[config.mk]
export PLATFORM = sky130hd
export DESIGN_NAME = data_mem_lsu
export DESIGN_NICKNAME = d
export VERILOG_FILES = /design/src/rtl/data_mem_lsu_pkg.sv /design/src/rtl/data_mem_lsu_data_align.sv /design/src/rtl/data_mem_lsu.sv
export SDC_FILE = /design/constraint.sdc
export NUM_CORES = 1
export LEC_CHECK = 0
export CORE_ASPECT_RATIO = 0.7
export CORE_UTILIZATION = 37
export CTS_CLUSTER_SIZE = 8
export DETAILED_ROUTE_END_ITERATION = 12
export PLACE_DENSITY_LB_ADDON = 0.05
export SLEW_MARGIN = 40
export SYNTH_ARGS = -nofsm -noshare
export SYNTH_HDL_FRONTEND = slang
export SYNTH_HIERARCHICAL = 1
export SYNTH_SLANG_ARGS = --single-unit
[constraint.sdc]
create_clock -name clk -period 1.98 [get_ports clk]
set_clock_uncertainty 0.15 [all_clocks]
set_input_delay 0.198 -clock clk [delete_from_list [all_inputs] [get_ports clk]]
set_output_delay 0.198 -clock clk [all_outputs]
set_load 0.01 [all_outputs]
[src/rtl/data_mem_lsu_pkg.sv]
// Shared encodings for the data-memory load/store unit.
package data_mem_lsu_pkg;

  localparam logic [1:0] SIZE_BYTE = 2'b00;
  localparam logic [1:0] SIZE_HALF = 2'b01;
  localparam logic [1:0] SIZE_WORD = 2'b10;

  typedef enum logic [2:0] {
    IDLE,
    LOAD,
    READ,
    WRITE,
    RESP
  } lsu_state_e;

  typedef struct packed {
    logic       write;
    logic       uns;
    logic [1:0] size;
  } lsu_ctl_t;

  // Byte and half stores need the surrounding word read back first.
  function automatic logic is_subword(input logic [1:0] size);
    return (size == SIZE_BYTE) || (size == SIZE_HALF);
  endfunction

endpackage

[src/rtl/data_mem_lsu_data_align.sv]
// Combinational lane alignment: load extension and sub-word store merge.
module lsu_data_align
  import data_mem_lsu_pkg::*;
#(
  parameter int N = 32
) (
  input  logic [1:0]   size,
  input  logic         uns,
  input  logic [N-1:0] raw,
  input  logic [N-1:0] buf_word,
  input  logic [N-1:0] wdata,
  output logic [N-1:0] load_data,
  output logic [N-1:0] store_data
);

  always_comb begin
    load_data  = raw;
    store_data = wdata;
    case (size)
      SIZE_BYTE: begin
        load_data  = {{(N-8){~uns & raw[7]}}, raw[7:0]};
        store_data = {buf_word[N-1:8], wdata[7:0]};
      end
      SIZE_HALF: begin
        load_data  = {{(N-16){~uns & raw[15]}}, raw[15:0]};
        store_data = {buf_word[N-1:16], wdata[15:0]};
      end
      default: ;
    endcase
  end

endmodule

[src/rtl/data_mem_lsu.sv]
// Load/store unit: handshake, request latches and the access FSM in front of the data RAM.
module data_mem_lsu
  import data_mem_lsu_pkg::*;
#(
  parameter int N = 32
) (
  input  logic         clk,
  input  logic         rst_n,
  input  logic         req_valid,
  output logic         req_ready,
  input  logic         req_write,
  input  logic [1:0]   req_size,
  input  logic         req_unsigned,
  input  logic [N-1:0] req_addr,
  input  logic [N-1:0] req_wdata,
  output logic         resp_valid,
  output logic [N-1:0] resp_rdata,
  output logic [N-1:0] mem_addr,
  output logic [N-1:0] mem_wdata,
  output logic         mem_we,
  input  logic [N-1:0] mem_rdata
);

  lsu_state_e   state_q, state_d;
  lsu_ctl_t     ctl_q;
  logic [N-1:0] addr_q, wdata_q, wbuf_q, rdata_q;
  logic [N-1:0] load_ext, store_merge;
  logic         accept;

  assign accept     = req_valid && req_ready;
  assign mem_addr   = addr_q;
  assign resp_rdata = rdata_q;

  lsu_data_align #(.N(N)) u_align (
    .size       (ctl_q.size),
    .uns        (ctl_q.uns),
    .raw        (mem_rdata),
    .buf_word   (wbuf_q),
    .wdata      (wdata_q),
    .load_data  (load_ext),
    .store_data (store_merge)
  );

  always_ff @(posedge clk or negedge rst_n) begin
    if (!rst_n) state_q <= IDLE;
    else        state_q <= state_d;
  end

  always_ff @(posedge clk or negedge rst_n) begin
    if (!rst_n) begin
      ctl_q   <= '0;
      addr_q  <= '0;
      wdata_q <= '0;
      wbuf_q  <= '0;
      rdata_q <= '0;
    end else begin
      if (accept) begin
        addr_q  <= req_addr;
        wdata_q <= req_wdata;
        ctl_q   <= '{write: req_write, uns: req_unsigned, size: req_size};
      end
      if (state_q == READ) wbuf_q  <= mem_rdata;
      if (state_q == LOAD) rdata_q <= load_ext;
    end
  end

  // All RAM-facing strobes come straight from the state register.
  always_comb begin
    state_d    = state_q;
    req_ready  = 1'b0;
    resp_valid = 1'b0;
    mem_we     = 1'b0;
    mem_wdata  = '0;
    case (state_q)
      IDLE: begin
        req_ready = 1'b1;
        if (req_valid) begin
          if (!req_write)              state_d = LOAD;
          else if (is_subword(req_size)) state_d = READ;
          else                         state_d = WRITE;
        end
      end
      LOAD:  state_d = RESP;
      READ:  state_d = WRITE;
      WRITE: begin
        mem_we    = 1'b1;
        mem_wdata = store_merge;
        state_d   = RESP;
      end
      RESP: begin
        resp_valid = 1'b1;
        state_d    = IDLE;
      end
      default: state_d = IDLE;
    endcase
  end

endmodule

* Word-level counts from Yosys, hierarchy flattened *
Cells that the tools add are included.

storage, ports and cells
  flip-flop bits (word level) = 134
  logic and storage cells = 33
  input port bits = 103

cells by class
  multiplexer cells = 10
  reduce and logical (&&, ||, !) cells = 6
  eq/ne operators = 7
  bitwise gates (word level) = 3

operator list
  kind                count
  $pmux 32 s2         2
  $mux 32             1
  $pmux 3 s3          1
  $eq 3x2->1 const B  2
  $eq 2x1->1 const B  2
  $logic_not 2->1     2
  $mux 1              4
  $eq 3x1->1 const B  1
  $eq 3x3->1 const B  1
  $logic_not 3->1     1
  $mux 3              1
  $and 1x1->1         2
  $mux 2              1
  $ne 2x2->1 const B  1
  $reduce_or 2->1     1
  $logic_and 1x1->1   1
  $logic_or 1x1->1    1
  $not 1->1           1

* Depth between registers and ports, before layout *
  word-level depth = 6
  gate-level depth with buffers = 7
  mapped depth without buffers = 3

* By module *
Netlist, hierarchy kept.

modules (own cells, without submodules)
  module          instances  area an instance (µm²)  cells each
  data_mem_lsu    1          5368.9                  329
  lsu_data_align  1          747.0                   93

* Least setup slack after synthesis *
Ideal clock, no wire load.

  kind = register -> register
  start = register state_q[0]
  end = register addr_q[0] (netlist: mem_addr[0])
  library setup time = 0.125 ns
  arrival = 1.613 ns
  data required time = 1.705 ns
  slack = 0.092 ns
  path buffers = 4
  cell stages (with the launch flop) = 8
  cells stage by stage = dfrtp_1 > clkbuf_2 > nor3_2 > and2_1 > buf_4 > buf_6 > buf_8 > mux2_4

on the way
  word-level cells in the longest chain between the ends = 3

ends and longest elaborated chain
  what                      line                text
  start: declaration        data_mem_lsu.sv:24  lsu_state_e state_q, state_d;
  start signal: assignment  data_mem_lsu.sv:46  else state_q <= state_d;
  $logic_not 3->1           data_mem_lsu.sv:74  case (state_q)
  $mux 1                    data_mem_lsu.sv:74
  net req_ready             data_mem_lsu.sv:10  output logic req_ready,
  $logic_and 1x1->1         data_mem_lsu.sv:30  assign accept = req_valid && req_ready;
  end signal: assignment    data_mem_lsu.sv:58  addr_q <= req_addr;
  end: declaration          data_mem_lsu.sv:26  logic [N-1:0] addr_q, wdata_q, wbuf_q, rdata_q;

The timed path passes the listed nets, and every way through them passes these cells.
A chain may end at the register's enable or synchronous reset.

* Final worst setup path *
  start = register ctl_q[1] (netlist name)
  end = output mem_wdata[9]

on the way
  word-level cells in the longest chain between the ends = 3

ends and longest elaborated chain
  what                                           line                           text
  start: declaration                             data_mem_lsu.sv:25             lsu_ctl_t ctl_q;
  start signal: assignment                       data_mem_lsu.sv:60             ctl_q <= '{write: req_write, uns: req_unsigned, size: req_size};
  $eq 2x1->1 or $logic_not 2->1 (tied branches)  data_mem_lsu_data_align.sv:19  case (size)
  $pmux 32 s2 *                                  data_mem_lsu_data_align.sv:19
  net store_merge[9]                             data_mem_lsu.sv:27             logic [N-1:0] load_ext, store_merge;
  $mux 32 *                                      data_mem_lsu.sv:74
  end: declaration                               data_mem_lsu.sv:19             output logic [N-1:0] mem_wdata,

The timed path passes the listed nets; every way through them passes the cells marked *.

==> flow_summary.yaml <==
cts:
  clk_pin_slew_worst_paths_ns: 0.06
  clk_path_buf_depth: 2
  cts_tree: "yes"
  cts.sinks: 126
  cts_buffers: 17
  cts_root_buf: "clkbuf_16"
  insertion_delay_ns: 0.41
  cts_htree_levels: 4
setup_path:
  arrival_ns: 1.72
  crit_family: "flip-flops"
  r2r-end: "resp_rdata[9]"
  crit_type: "flop to output pin"
  cp.required_ns: 1.63
  worst-path-buf-inv: 2
  r2r_cells: 7
  critical_path.slowest_cell: "dfrtp_2"
  worstPathCellList: "nor2_4, buf_6, mux2_4, and2_4, buf_6"
  setup.worst_path.start_class: "flop"
  cp_common_cell: "buf_6"
  timing.rr.start: "ctl_q[1]"
  critPathMaxFanout: 4
  cp-end-kind: "output pin"
  max_stage_delay_ns: 0.46
  ff2ff_setup_slack_ns: 0.05
placement:
  io_buffer_count: 201
  pre_cts_ws_ns: -0.0315
  place_area_um2: 8060
  routabilityCongestion: 0.750
  dp_hpwl_mm: 10.1
final_layout:
  diodes: 0
  drive_above_1_share_pct: 46.1
  stdcell_area_um2: 9040
  syn2layout_area_growth_pct: 55.3
  nets: 730
floorplanning:
  die_x_um: 152
  fp-row-count: 37
  core_area_um2: 15000
  fp.dieArea_um2: 16300
  die_h_um: 107
  initial_core_util_pct: 38.7
  boundaryPins: 202
synth:
  yosys_warnings: 6
  syn_nets: 509
  netlist_area_um2: 5830
  syn_inst: 406
  postSynthAreaPerCell_um2: 14.3
grt:
  grt_pass1_wl_mm: 23.5
  track_usage_pct: 19.2
  grt_overflow: 0
  grt_pass1_vias: 4209
  antenna_found_initial: 1
  grt_max_degree: 38
sta:
  setup_ws_ns: -0.0856
  fin_crit_sh_pct: 104
  relSlewSlack_pct: 66.9
  drv_slew: 0
  setup_violations: 24
  rsz0062_at_grt: "yes"
  clock.fmax_ghz: 0.484
  period_needed_ns: 2.07
  tightest_slew_ns: 0.497
  hold_viol_final: 0
run:
  cap_violations: 0
min_path:
  hold_path_class: "primary input to async pin"
power:
  ir_drop_mv: 0.805
  p_per_area_nw_per_um2: 1670
  power_leakage_nw: 3.99
detailed_routing:
  num_vias: 3920
  post_drt_wl_per_cell_um: 17.8
  dr.pass1.iters: 9
  drtIter0Drc: 129
  drc: 22
  detail-route-antenna-nets: 0
  viasPerCell: 4.69
  wl_mm: 14.9
outcome:
  status: "finished, violations left"
  violations: "design-rule violations, negative setup slack"
-- per-stage QoR --
stage               power [mW]  setup TNS [ns]  hold WS, ns  instances  utilization, %
floorplan                 8.57               0       -0.248        406               -
global placement          11.1        -0.00567       0.0525        783            53.6
detailed placement        11.2         -0.0822       0.0489        783            53.6
CTS                       14.9           -2.12        0.152        833            58.7
global route              15.9           -2.86        0.172        835            60.1
finish                    15.1           -1.44        0.143        835            60.1
-- worst max path at each step --
stage	slack, ns	start	cells past startpoint	to
floorplan	0.09	state_q[0]	7	mem_addr[0]
CTS	-0.22	ctl_q[1]	6	mem_wdata[15]
finish	-0.09	ctl_q[1]	5	mem_wdata[9]
detailed placement	-0.03	ctl_q[1]	5	mem_wdata[9]
global placement	-0.006	ctl_q[1]	4	mem_wdata[31]
global route	-0.15	ctl_q[1]	5	mem_wdata[9]
-- power breakdown --
| group | internal [mW] | total, mW | leakage [nW] | switching (mW) |
|---|---|---|---|---|
| Clock | 1.91 | 3.12 | 0.288 | 1.21 |
| Combinational | 4.68 | 7.31 | 2.20 | 2.64 |
| Sequential | 3.91 | 4.63 | 1.50 | 0.723 |
-- metal layers --
| layer | track usage, % | wire [um] |
|---|---|---|
| met5 | 0 | 14 |
| met4 | 7.07 | 148 |
| met3 | 7.76 | 1300 |
| met2 | 29.7 | 6800 |
| met1 | 24.3 | 6610 |
-- flip-flops by register name (all words and copies together), names as in the netlist --
register / cells
ctl_q: 3
wbuf_q: 24
mem_addr: 32
resp_rdata: 32
wdata_q: 32
state_q: 3
-- cell usage in the layout (no fill, tap or decap), types with 2 or more instances in the layout --
cell type	instances
mux2_4	46
o21ai_0	6
a21o_1	8
buf_6	30
mux2_1	4
buf_4	21
nor3_1	2
inv_6	4
clkinvlp_4	2
buf_2	6
clkinv_4	5
clkdlybuf4s50_1	165
o21ai_2	10
bufinv_16	2
a21oi_1	2
nand2_1	16
mux2_2	97
clkbuf_16	18
nor2_4	2
dlygate4sd2_1	2
and2_1	9
and2_4	24
buf_8	2
buf_12	12
dfrtp_1	125
clkbuf_2	3
-- timing repair --
action / in CTS / in global routing
buffers inserted: 16 / 4
hold endpoints to repair: 55 / 0
gates cloned: 2 / 1
endpoints found under the setup margin: 35 / 41
hold buffers: 1 / 0
gates resized for setup: 138 / 79
pin swaps: 3 / 12
-- final cells by class --
| type | instances | area [um2] |
|---|---|---|
| fill | 1219 | 6000 |
| sequential | 126 | 3150 |
| timing repair buffer | 245 | 2550 |
| multi-input combinational | 237 | 2500 |
| clock buffer | 18 | 439 |
| tap | 195 | 244 |
| clock inverter | 14 | 159 |
Power figures use the tool's default switching activity.
